==> src/rtl/uart_tx_arbiter_pkg.sv <==
// Shared definitions for the UART transmit arbiter: FSM states, byte width
// and the frame header constant used when UART_TX_ARB_FRAME_EN is defined.
package uart_tx_arbiter_pkg;

  typedef enum logic [1:0] {
    ST_IDLE    = 2'd0,
    ST_CAPTURE = 2'd1,
    ST_SEND    = 2'd2
  } state_t;

  localparam int UART_BYTE_W = 8;
  localparam logic [7:0] HDR_BYTE = 8'hA0;

  function automatic logic [7:0] header_byte(input logic [2:0] idx);
    return HDR_BYTE | {5'd0, idx};
  endfunction

endpackage

==> src/rtl/uart_tx_arbiter_rr_arbiter.sv <==
// Round-robin grant: the first requester at or after ptr wins, then wraps to
// the indices below ptr.
module rr_arbiter #(
  parameter int NUM_REQ = 2
) (
  input  logic [NUM_REQ-1:0] req,
  input  logic [2:0]         ptr,
  output logic [NUM_REQ-1:0] grant,
  output logic [2:0]         grant_idx,
  output logic               any_req
);

  localparam int IW = $clog2(NUM_REQ);

  // Two passes: indices from ptr upward first, then the wrapped lower indices.
  always_comb begin
    grant     = '0;
    grant_idx = 3'd0;
    any_req   = 1'b0;
    for (int i = 0; i < NUM_REQ; i++) begin
      if (!any_req && req[i[IW-1:0]] && (i >= int'(ptr))) begin
        any_req           = 1'b1;
        grant[i[IW-1:0]]  = 1'b1;
        grant_idx         = 3'(i);
      end else begin
        any_req = any_req;
      end
    end
    for (int i = 0; i < NUM_REQ; i++) begin
      if (!any_req && req[i[IW-1:0]] && (i < int'(ptr))) begin
        any_req           = 1'b1;
        grant[i[IW-1:0]]  = 1'b1;
        grant_idx         = 3'(i);
      end else begin
        any_req = any_req;
      end
    end
  end

endmodule

==> src/rtl/uart_tx_arbiter.sv <==
// Arbitrates NUM_REQ word requesters onto a byte-wide UART transmit port, MSB
// first. Define UART_TX_ARB_FRAME_EN to prefix each word with 8'hA0 | grant.
module uart_tx_arbiter
  import uart_tx_arbiter_pkg::*;
#(
  parameter int NUM_REQ = 2,
  parameter int WORD_W  = 32
) (
  input  logic                      iGlobalClock,
  input  logic                      iGlobalReset,
  input  logic [NUM_REQ-1:0]        iReqValid,
  input  logic [NUM_REQ*WORD_W-1:0] iReqWord,
  output logic [NUM_REQ-1:0]        oReqAck,
  input  logic                      iTxBufferFull,
  output logic [7:0]                oUartTx,
  output logic                      oByteTransmit,
  output logic                      oBusy,
  output logic [2:0]                oGrant
);

  localparam int NUM_BYTES = WORD_W / UART_BYTE_W;
  localparam int CNT_W     = $clog2(NUM_BYTES) + 1;
`ifdef UART_TX_ARB_FRAME_EN
  localparam int FRAME_LEN = NUM_BYTES + 1;
`else
  localparam int FRAME_LEN = NUM_BYTES;
`endif
  localparam logic [CNT_W-1:0] LAST_IDX = CNT_W'(FRAME_LEN - 1);

  state_t              state_r, state_next_s;
  logic [1:0]          rst_sync_r;
  logic                run_s;
  logic [2:0]          ptr_r;
  logic [WORD_W-1:0]   word_r;
  logic [CNT_W-1:0]    byte_idx_r;
  logic [NUM_REQ-1:0]  grant_s;
  logic [NUM_REQ-1:0]  ack_next_s;
  logic [2:0]          grant_idx_s;
  logic                any_s;
  logic                wr_s;
  logic                last_s;
  logic [7:0]          byte_s;

  // Release of reset reaches the FSM only after two clean clock edges.
  always_ff @(posedge iGlobalClock or negedge iGlobalReset) begin
    if (!iGlobalReset) begin
      rst_sync_r <= 2'b00;
    end else begin
      rst_sync_r <= {rst_sync_r[0], 1'b1};
    end
  end

  assign run_s = rst_sync_r[1];

  rr_arbiter #(.NUM_REQ(NUM_REQ)) u_rr (
    .req       (iReqValid),
    .ptr       (ptr_r),
    .grant     (grant_s),
    .grant_idx (grant_idx_s),
    .any_req   (any_s)
  );

  assign wr_s   = (state_r == ST_SEND) && !iTxBufferFull;
  assign last_s = (byte_idx_r == LAST_IDX);

  // Byte currently at the head of the frame.
  always_comb begin
    byte_s = word_r[WORD_W-1 -: UART_BYTE_W];
`ifdef UART_TX_ARB_FRAME_EN
    if (byte_idx_r == '0) begin
      byte_s = header_byte(oGrant);
    end else begin
      byte_s = word_r[WORD_W-1 -: UART_BYTE_W];
    end
`endif
  end

  // Next-state and acknowledge decode.
  always_comb begin
    state_next_s = state_r;
    ack_next_s   = '0;
    case (state_r)
      ST_IDLE: begin
        if (run_s && (|iReqValid)) begin
          state_next_s = ST_CAPTURE;
        end else begin
          state_next_s = ST_IDLE;
        end
      end
      ST_CAPTURE: begin
        if (any_s) begin
          state_next_s = ST_SEND;
          ack_next_s   = grant_s;
        end else begin
          state_next_s = ST_IDLE;
        end
      end
      ST_SEND: begin
        if (wr_s && last_s) begin
          state_next_s = ST_IDLE;
        end else begin
          state_next_s = ST_SEND;
        end
      end
      default: state_next_s = ST_IDLE;
    endcase
  end

  // FSM state, ack pulse and busy flag.
  always_ff @(posedge iGlobalClock or negedge iGlobalReset) begin
    if (!iGlobalReset) begin
      state_r <= ST_IDLE;
      oReqAck <= '0;
      oBusy   <= 1'b0;
    end else begin
      state_r <= state_next_s;
      oReqAck <= ack_next_s;
      oBusy   <= (state_next_s != ST_IDLE);
    end
  end

  // Word capture, serialization and round-robin pointer update.
  always_ff @(posedge iGlobalClock or negedge iGlobalReset) begin
    if (!iGlobalReset) begin
      word_r        <= '0;
      byte_idx_r    <= '0;
      oGrant        <= 3'd0;
      ptr_r         <= 3'd0;
      oUartTx       <= 8'd0;
      oByteTransmit <= 1'b0;
    end else if ((state_r == ST_CAPTURE) && any_s) begin
      word_r        <= iReqWord[int'(grant_idx_s)*WORD_W +: WORD_W];
      byte_idx_r    <= '0;
      oGrant        <= grant_idx_s;
      oByteTransmit <= 1'b0;
    end else if (wr_s) begin
      oByteTransmit <= 1'b1;
      oUartTx       <= byte_s;
      byte_idx_r    <= byte_idx_r + CNT_W'(1);
`ifdef UART_TX_ARB_FRAME_EN
      if (byte_idx_r != '0) begin
        word_r <= word_r << UART_BYTE_W;
      end else begin
        word_r <= word_r;
      end
`else
      word_r <= word_r << UART_BYTE_W;
`endif
      if (last_s) begin
        ptr_r <= (oGrant == 3'(NUM_REQ - 1)) ? 3'd0 : oGrant + 3'd1;
      end else begin
        ptr_r <= ptr_r;
      end
    end else begin
      oByteTransmit <= 1'b0;
    end
  end

endmodule
==> config.mk <==
export PLATFORM = sky130hd
export DESIGN_NAME = uart_tx_arbiter
export DESIGN_NICKNAME = d
export VERILOG_FILES = /design/src/rtl/uart_tx_arbiter_pkg.sv /design/src/rtl/uart_tx_arbiter_rr_arbiter.sv /design/src/rtl/uart_tx_arbiter.sv
export SDC_FILE = /design/constraint.sdc
export NUM_CORES = 1
export LEC_CHECK = 0
export ABC_AREA = 0
export CORE_MARGIN = 4
export CORE_UTILIZATION = 40
export DETAILED_ROUTE_END_ITERATION = 7
export PLACE_DENSITY = 0.82
export SETUP_SLACK_MARGIN = 0.15
export SKIP_CTS_REPAIR_TIMING = 1
export SLEW_MARGIN = 25
export SYNTH_ARGS = -nofsm -noshare
export SYNTH_HDL_FRONTEND = slang
export SYNTH_SLANG_ARGS = --single-unit
==> constraint.sdc <==
create_clock -name iGlobalClock -period 1.85 [get_ports iGlobalClock]
set_input_delay 0.37 -clock iGlobalClock [delete_from_list [all_inputs] [get_ports iGlobalClock]]
set_output_delay 0.37 -clock iGlobalClock [all_outputs]
set_load 0.02 [all_outputs]
==> metrics.csv, run 1 <==
stage,metric,value,unit
cells_and_area,"commonest non-fill, non-tap cell in the layout",nand2_1,
cells_and_area,Final Cell Area,3630,sq um
place,post-placement cell area,3510,sq um
logic_synthesis,Synth area leader,dfrtp_1,
power_and_ir_drop,power density over the cells,1280,nW/um^2
cells_and_area,area grow syn2layout,43.0,%
setup_path,critical path startpoint category,register,
setup_path,CP peak stage delay,0.61,ns
die,die area,7690,sq um
detailed_routing,drt total wl,6.84,mm
status,status,finished clean,
cts,CTS Buf Count,5,
global_routing,initial antenna violation count,0,
timing,Fmax,607,MHz
place,Cells after DPL,443,
logic_synthesis,Synth Area per Inst,8.81,sq um
cells_and_area,layout cell share with drive strength beyond 1,0.0904,
timing,max-slew violation count,0,
global_routing,total grt overflow,0,
cts,Skew-Pair Late Insertion Delay,0.31,ns
detailed_routing,via/cell ratio,5.20,
global_routing,Total Routing Usage GR,0.182,
timing,hold violation count in the final report,0,
setup_path,CP max FO,2,
cells_and_area,most frequent cells in the layout,"102 x nand2_1, 78 x clkdlybuf4s50_1, 53 x dfrtp_1",
global_routing,vias in the first global route,2309,
detailed_routing,vias,2345,
cells_and_area,final instance count without filler cells,451,
die,IO Pins,84,
setup_path,WP buf/inv,1,
timing,setup TNS,0,ns
detailed_routing,DRC Markers,0,
timing,Worst Tran Pin Value,0.552,ns
logic_synthesis,"top cells by area, synth","dfrtp_1 52%, nand2_1 15%, a31oi_1 5.4%, and3_1 3.9%, mux2i_1 3.2%",
worst_hold_path,hold crit path type,primary input to async pin,
logic_synthesis,Post-Syn Area,2540,sq um
logic_synthesis,top-area cell type share of the netlist area,0.522,
timing,Setup Skew,0.00602,ns
setup_path,"CP delay by family, top",buffers and inverters,
die,Core Rows,28,
place,pre-CTS setup slack,-0.146,ns
setup_path,Worst Path Required,1.48,ns
logic_synthesis,Mapped Cells,288,
place,IO buf count,81,
cts,Clock transition at path regs,0.09,ns
detailed_routing,drt pass-1 iters,5,
setup_path,slowest cell on the critical path,clkdlybuf4s50_1,
logic_synthesis,Yosys Warn Count,0,
global_routing,largest net degree at the start of global routing,25,
cts,CTS Buffer Depth,2,
power_and_ir_drop,Pleak,0.00167,uW
setup_path,crit path DAT,1.28,ns
detailed_routing,drt wl/cell,15.2,um
cells_and_area,Final nets,446,
logic_synthesis,"Distinct cells, synth",33,
die,Core Area,6030,sq um
timing,fin worst setup slack,0.203,ns
global_routing,first-pass GRT wire length,11.0,mm
place,DPL Wire Length,5.02,mm
cts,CTS root buf,clkbuf_8,
timing,RSZ-0062 raised after global routing,false,
power_and_ir_drop,peak supply drop,0.000716,V
logic_synthesis,#FFs+latches synth,53,
detailed_routing,Routed Antenna Nets,0,
setup_path,worst path cell trace,clkdlybuf4s50_1,
cts,# clock sinks,53,
timing,Final setup viols,0,
die,Initial Util,0.421,
cts,H-Tree Depth,2,
detailed_routing,Starting DRT DRC Count,97,
die,DIE HEIGHT,87.7,um
timing,Period minus WS final,1.65,ns
setup_path,Worst Setup Path Type,register to primary output,
timing,fin crit share,0.890,
logic_synthesis,register area share after synthesis,0.522,
job,max-cap viol count,0,
place,GPL Wtd Cong,0.828,
setup_path,Worst setup EP type,primary output,
cts,TritonCTS clock tree,yes,
die,die width,87.7,um
cells_and_area,ANT cells,0,
timing,slew margin rel.,0.632,
cell usage after synthesis:
cell,instances
nand2b_1,3
or2_2,1
o21ai_2,1
ha_1,2
and3_1,16
or2_1,1
buf_4,2
dfrtp_1,53
nand2_1,102
mux2i_1,8
buf_2,9
and2_1,1
clkbuf_1,8
nor3b_1,1
a21o_1,1
buf_6,2
nor2b_1,1
a21oi_1,11
nor2_2,1
conb_1,2
o2bb2ai_1,8
inv_4,1
and4b_1,1
xnor2_1,1
nand3b_1,1
a31oi_1,22
a21boi_1,1
or3b_1,1
nor2_1,12
o21ai_0,9
or3_1,3
inv_1,1
o22ai_1,1
final cells by class:
cell class / count / area, sq um
fill: 530 / 2390
timing repair buffer: 100 / 991
inverter: 2 / 12.5
sequential: 53 / 1330
multi-input combinational: 213 / 1110
clock inverter: 1 / 5.00
tap: 75 / 93.8
clock buffer: 7 / 96.3
metrics by stage:
| stage | utilization | hold WS [ns] | power, uW |
|---|---|---|---|
| floorplan | - | 0.0744 | 3150 |
| global placement | 0.582 | 0.333 | 3820 |
| detailed placement | 0.582 | 0.340 | 3930 |
| CTS | 0.599 | 0.0612 | 4640 |
| global route | 0.603 | 0.0798 | 5000 |
| finish | 0.603 | 0.0406 | 4650 |
cell families (layout without fill, tap and decap cells):
group                    Yosys count  count (layout)  share of synthesized area
AO/OA/AOI/OAI                     54              54                      0.133
XOR/XNOR                           1               1                    0.00345
adder cells (fa/ha/maj)            2               2                    0.00986
buffers and inverters             23             110                     0.0483
flip-flops                        53              53                      0.522
multiplexers                       8               8                     0.0315
other                              2               3                    0.00296
AND/OR/NAND/NOR                  145             145                      0.248
power breakdown:
group / switching, uW / internal, uW / total, uW / leakage [uW]
logic: 985 / 981 / 1970 / 0.000962
clock network: 370 / 339 / 709 / 0.0000542
registers: 294 / 1680 / 1970 / 0.000656
total: 1650 / 3000 / 4650 / 0.00167
worst paths after layout:
| kind | to | slack (ns) | cells after the start | startpoint |
|---|---|---|---|---|
| max in group asynchronous | word_r[11]$_DFFE_PN0P_ | 1.28 | 2 | iGlobalReset |
| setup / recovery | oUartTx[2] | 0.20 | 1 | oUartTx[2]$_DFFE_PN0P_ |
| setup reg to reg | word_r[14]$_DFFE_PN0P_ | 0.24 | 5 | state_r[0]$_DFF_PN0_ |
| hold reg to reg | rst_sync_r[1]$_DFF_PN0_ | 0.36 | 0 | rst_sync_r[0]$_DFF_PN0_ |
| hold / removal | oUartTx[4]$_DFFE_PN0P_ | 0.04 | 1 | iGlobalReset |
| min in group iGlobalClock | rst_sync_r[1]$_DFF_PN0_ | 0.36 | 0 | rst_sync_r[0]$_DFF_PN0_ |
layer usage:
layer,wire length [um],GRT usage
met1,2880,0.247
met2,3250,0.290
met3,587,0.0414
met4,115,0.0558
met5,0,0
state kept, by name, summed over array words and instances, names as in the netlist, 2 cells and up:
signal / flops
word_r: 32
oUartTx: 8
byte_idx_r: 3
oReqAck: 2
rst_sync_r: 2
state_r: 2
Note: power is estimated with default switching activity, not from simulation.
==> inputs of run 2 (changes only) <==
CTS_CLUSTER_SIZE = 40   (was not set)
PLACE_DENSITY = 0.74   (was 0.82)
==> metrics.csv, run 2 (synthesis gave the netlist of run 1 again) <==
stage,metric,value,unit,change
setup_path,CP max FO,2,,unchanged
cells_and_area,largest register by flop count,word_r,,
setup_path,WP buf/inv,1,,unchanged
worst_hold_path,hold crit path type,primary input to async pin,,
cells_and_area,most frequent cells in the layout,"102 x nand2_1, 78 x clkdlybuf4s50_1, 53 x dfrtp_1",,
place,GPL Wtd Cong,0.855,,+3.3%
timing,Worst Tran Pin Value,0.549,ns,-0.00307 ns
detailed_routing,drt total wl,6.25,mm,-8.6%
place,IO buf count,81,,unchanged
timing,max-slew violation count,0,,unchanged
detailed_routing,Starting DRT DRC Count,106,,+9.3%
cts,Clock transition at path regs,0.09,ns,about the same
detailed_routing,Routed Antenna Nets,0,,unchanged
global_routing,Total Routing Usage GR,0.172,,-0.00963
setup_path,slowest cell on the critical path,clkdlybuf4s50_1,,
global_routing,M1 GR Usage,0.230,,-0.0167
detailed_routing,drt pass-1 iters,4,,-1
cts,CTS Buffer Depth,2,,unchanged
place,Cells after DPL,438,,-1.1%
die,die width,87.7,um,unchanged
die,die area,7690,sq um,unchanged
setup_path,Worst Setup Path Type,register to primary output,,
cells_and_area,Final nets,441,,-1.1%
cells_and_area,layout cell share with drive strength beyond 1,0.0755,,-0.0150
setup_path,worst path cell trace,clkdlybuf4s50_1,,
die,DIE HEIGHT,87.7,um,unchanged
timing,Period minus WS final,1.63,ns,-0.0137 ns
detailed_routing,vias,2235,,-4.7%
global_routing,total grt overflow,0,,unchanged
cts,CTS root buf,clkbuf_8,,
global_routing,GRT busiest layer,met2,,
timing,hold violation count in the final report,0,,unchanged
setup_path,critical path startpoint category,register,,
place,DPL Wire Length,4.64,mm,-7.5%
cells_and_area,"commonest non-fill, non-tap cell in the layout",nand2_1,,
setup_path,crit path DAT,1.26,ns,-0.02 ns
global_routing,initial antenna violation count,0,,unchanged
cts,Skew-Pair Late Insertion Delay,0.30,ns,about the same
global_routing,GR Util met2,0.281,,-0.00959
die,Initial Util,0.421,,unchanged
global_routing,met3 usage,0.0442,,+0.00282
cts,TritonCTS clock tree,yes,,
global_routing,vias in the first global route,2290,,-0.82%
timing,Setup Skew,0.00458,ns,-0.00143 ns
cells_and_area,area grow syn2layout,40.9,%,
timing,fin crit share,0.883,,-0.00740
global_routing,first-pass GRT wire length,10.5,mm,-4.1%
die,IO Pins,84,,unchanged
power_and_ir_drop,Tot Pwr,4540,uW,-2.4%
power_and_ir_drop,Pleak,0.00164,uW,-1.7%
detailed_routing,drt wl/cell,14.0,um,-7.5%
cts,H-Tree Depth,2,,unchanged
timing,Fmax,612,MHz,+0.84%
die,Core Area,6030,sq um,unchanged
global_routing,largest net degree at the start of global routing,54,,+120%
setup_path,Worst setup EP type,primary output,,
cts,# clock sinks,53,,unchanged
power_and_ir_drop,power density over the cells,1270,nW/um^2,-0.90%
cells_and_area,Top Registers,"word_r (32), oUartTx (8), byte_idx_r (3)",,
cts,CTS Buf Count,5,,unchanged
detailed_routing,DRC Markers,0,,unchanged
timing,hold_ws,0.0352,ns,-0.00537 ns
status,status,finished clean,,
die,Core Rows,28,,unchanged
setup_path,CP peak stage delay,0.60,ns,about the same
power_and_ir_drop,peak supply drop,0.000569,V,-21%
setup_path,"CP delay by family, top",buffers and inverters,,
timing,Final setup viols,0,,unchanged
cells_and_area,max reg flops,32,,unchanged
timing,slew margin rel.,0.633,,+0.000693
setup_path,Worst Path Required,1.48,ns,about the same
timing,RSZ-0062 raised after global routing,true,,
cells_and_area,ANT cells,0,,unchanged
cells_and_area,final instance count without filler cells,446,,-1.1%
job,max-cap viol count,0,,unchanged
detailed_routing,via/cell ratio,5.01,,-3.6%
## run 2: cell types whose count changed in the layout (fill, tap and decap cells not counted)
cell / previous run / this run
nand2b_2: 1 / 0
nand2b_1: 2 / 3
inv_6: 0 / 1
buf_12: 3 / 2
and2_1: 1 / 0
nor2_1: 11 / 12
clkinv_4: 1 / 0
nor2_2: 2 / 1
and2_2: 0 / 1
buf_4: 16 / 12
## run 2: final cells by class
cell class / instances / area, sq um
clock buffers: 7 / 96.3
inverters: 2 / 12.5
clock inverters: 1 / 5.00
flip-flops and latches: 53 / 1330
well taps: 75 / 93.8
multi-input cells: 213 / 1100
fillers: 548 / 2450
repair buffers: 95 / 941
## run 2: routing by layer
| metal | part of all wire | routed length (um) | vias to the layer above |
|---|---|---|---|
| li1 | - | - | 1127 |
| met1 | 0.43 | 2720 | 1021 |
| met2 | 0.48 | 2970 | 80 |
| met3 | 0.079 | 494 | 7 |
| met4 | 0.011 | 67 | 0 |
| met5 | 0 | 0 | - |
## run 2: worst register-to-register path: stages, from the launching register on
cell	delay [ns]
dfrtp_1	0.45
or3b_1	0.49
buf_4	0.24
o21ai_4	0.13
nor2_1	0.08
a31oi_1	0.14
## run 2: worst paths after layout
check	start	to	slack, ns	cells past startpoint
setup / recovery	oUartTx[7]$_DFFE_PN0P_	oUartTx[7]	0.22	1
hold / removal	iGlobalReset	word_r[22]$_DFFE_PN0P_	0.04	2
setup reg to reg	state_r[0]$_DFF_PN0_	word_r[11]$_DFFE_PN0P_	0.25	5
hold reg to reg	rst_sync_r[0]$_DFF_PN0_	rst_sync_r[1]$_DFF_PN0_	0.35	0
max in group asynchronous	iGlobalReset	oUartTx[7]$_DFFE_PN0P_	1.56	2
min in group iGlobalClock	rst_sync_r[0]$_DFF_PN0_	rst_sync_r[1]$_DFF_PN0_	0.35	0
## run 2: through the flow
| step | worst slack, ns | utilization | TNS (ns) | cell area, sq um |
|---|---|---|---|---|
| after floorplan | 0.336 | - | 0 | 2540 |
| after detailed placement | -0.114 | 0.574 | -2.49 | 3460 |
| after global routing | 0.120 | 0.594 | 0 | 3580 |
| after CTS | 0.161 | 0.591 | 0 | 3560 |
| after global placement | -0.0760 | 0.574 | -1.47 | 3460 |
| final | 0.217 | 0.594 | 0 | 3580 |
## run 2: power breakdown
part	internal [uW]	total (uW)	switching, uW
sequential	1680	1950	276
combinational	942	1870	929
clock	339	713	374
total	2960	4540	1580
==> inputs of run 3 (changes only) <==
PLACE_DENSITY = 0.77   (was 0.74)
clock period = 1.4 ns   (was 1.85 ns; I/O delays follow)
==> metrics.csv, run 3 (synthesis gave the netlist of run 1 again) <==
stage,metric,value,unit,change
power_and_ir_drop,power density over the cells,1740,nW/um^2,+37%
cts,Clock transition at path regs,0.10,ns,about the same
status,status,"finished, violations left",,
job,max-cap viol count,0,,unchanged
setup_path,Worst setup EP type,register,,
setup_path,FF-to-FF path depth,6,,+1
cells_and_area,max reg flops,32,,unchanged
detailed_routing,via/cell ratio,5.35,,+6.8%
cells_and_area,Final Cell Area,4310,sq um,+20%
power_and_ir_drop,Pleak,0.00206,uW,+26%
setup_path,Critical Path Start,state_r[1]$_DFF_PN0_,,
global_routing,total grt overflow,0,,unchanged
cells_and_area,largest register by flop count,word_r,,
worst_hold_path,hold endpoint,rst_sync_r[1]$_DFF_PN0_,,
die,die width,87.7,um,unchanged
place,post-placement cell area,3530,sq um,+2.0%
timing,fin worst setup slack,-0.171,ns,-0.389 ns
setup_path,crit path DAT,1.80,ns,+0.54 ns
cells_and_area,Top Registers,"word_r (32), oUartTx (8), byte_idx_r (3)",,
place,GPL Wtd Cong,0.821,,-4.0%
global_routing,first-pass GRT wire length,10.5,mm,-0.85%
timing,max-slew violation count,0,,unchanged
cts,Skew-Pair Late Insertion Delay,0.32,ns,+0.02 ns
die,IO Pins,84,,unchanged
place,pre-CTS setup slack,-0.480,ns,-0.366 ns
detailed_routing,drt wl/cell,16.9,um,+21%
cells_and_area,Finished Core Util,0.715,,+0.121
global_routing,largest net degree at the start of global routing,54,,unchanged
cts,# clock sinks,53,,unchanged
place,DPL Wire Length,4.65,mm,about the same
global_routing,vias in the first global route,2385,,+4.1%
global_routing,initial antenna violation count,0,,unchanged
cells_and_area,most frequent cells in the layout,"91 x nand2_1, 65 x clkdlybuf4s50_1, 53 x dfrtp_1",,
status,failing checks,negative setup slack,,
detailed_routing,drt pass-1 iters,4,,unchanged
die,DIE HEIGHT,87.7,um,unchanged
worst_hold_path,hold crit path type,register to register,,
power_and_ir_drop,peak supply drop,0.000844,V,+48%
setup_path,critical path startpoint category,register,,
setup_path,Worst Path Required,1.63,ns,+0.15 ns
cells_and_area,ANT cells,0,,unchanged
setup_path,Critical R2R Launch,state_r[1]$_DFF_PN0_,,
cells_and_area,Multi-input gate area,1460,sq um,+32%
timing,Setup Skew,0.00593,ns,+0.00134 ns
cts,H-Tree Depth,2,,unchanged
setup_path,Reg2Reg Capture Point,word_r[30]$_DFFE_PN0P_,,
cells_and_area,area grow syn2layout,69.7,%,
timing,Period minus WS final,1.57,ns,
die,die area,7690,sq um,unchanged
detailed_routing,Starting DRT DRC Count,147,,+39%
cts,CTS Buffer Depth,2,,unchanged
timing,fin crit share,1.12,,
detailed_routing,Routed Antenna Nets,0,,unchanged
cells_and_area,"commonest non-fill, non-tap cell in the layout",nand2_1,,
cells_and_area,register area,1330,sq um,unchanged
cts,CTS Buf Count,5,,unchanged
die,Core Rows,28,,unchanged
setup_path,Worst R2R Setup Slack,-0.17,ns,-0.42 ns
worst_hold_path,hold path start,rst_sync_r[0]$_DFF_PN0_,,
place,IO buf count,81,,unchanged
detailed_routing,vias,2500,,+12%
timing,Final setup viols,35,,+35
cells_and_area,Final nets,462,,+4.8%
timing,hold_ws,0.360,ns,+0.325 ns
timing,RSZ-0062 raised after global routing,true,,
timing,setup TNS,-2.39,ns,-2.39 ns
detailed_routing,DRC Markers,0,,unchanged
detailed_routing,drt total wl,7.89,mm,+26%
global_routing,Total Routing Usage GR,0.172,,-0.000388
cts,CTS root buf,clkbuf_8,,
cts,TritonCTS clock tree,yes,,
cells_and_area,layout cell share with drive strength beyond 1,0.288,,+0.213
setup_path,CP max FO,8,,+6
worst_hold_path,WHS Path Cells,0,,
cells_and_area,# fillers,418,,-24%
die,Initial Util,0.421,,unchanged
die,Core Area,6030,sq um,unchanged
timing,hold violation count in the final report,0,,unchanged
timing,Fmax,636,MHz,
setup_path,Worst Setup Path Type,register to register,,
==> run 3: per-layer routing <==
metal	vias up	share of wire	global-route usage
met1	1193	0.38	0.212
li1	1179	-	-
met3	22	0.086	0.0433
met2	106	0.50	0.288
met5	-	0	0
met4	0	0.025	0.0683
==> run 3: final cells by class <==
type / instances / area share
clock buffer: 6 / 0.0192
tap: 75 / 0.0218
sequential: 53 / 0.308
timing repair inverter: 2 / 0.00755
multi-input combinational: 214 / 0.338
clock inverter: 2 / 0.00407
inverter: 2 / 0.00290
timing repair buffer: 113 / 0.299
==> run 3: through the flow <==
step / total power, uW / cells
after global routing: 7900 / 467
final: 7480 / 467
after floorplan: 4180 / 289
after global placement: 5080 / 445
after detailed placement: 5180 / 445
after CTS: 6120 / 453
==> run 3: worst max-delay path: stages (launching register included) <==
cell	delay (ns)
dfrtp_1	0.41
buf_6	0.13
nand2b_4	0.14
or2_4	0.31
clkbuf_16	0.19
and3_4	0.15
a31oi_1	0.16
==> run 3: power breakdown <==
part	switching, uW	total, uW	leakage (uW)	internal, uW
Combinational	1730	3840	0.00136	2110
Clock	536	948	0.0000518	412
Sequential	471	2690	0.000656	2220
Total	2740	7480	0.00206	4740
==> run 3: worst max path at each step <==
stage | to | slack (ns) | cells past startpoint
finish | word_r[30]$_DFFE_PN0P_ | -0.17 | 6
global placement | word_r[27]$_DFFE_PN0P_ | -0.42 | 6
global route | word_r[30]$_DFFE_PN0P_ | -0.19 | 6
floorplan | byte_idx_r[1]$_DFFE_PN0P_ | -0.05 | 6
detailed placement | word_r[28]$_DFFE_PN0P_ | -0.48 | 6
CTS | oGrant[0] | -0.19 | 1
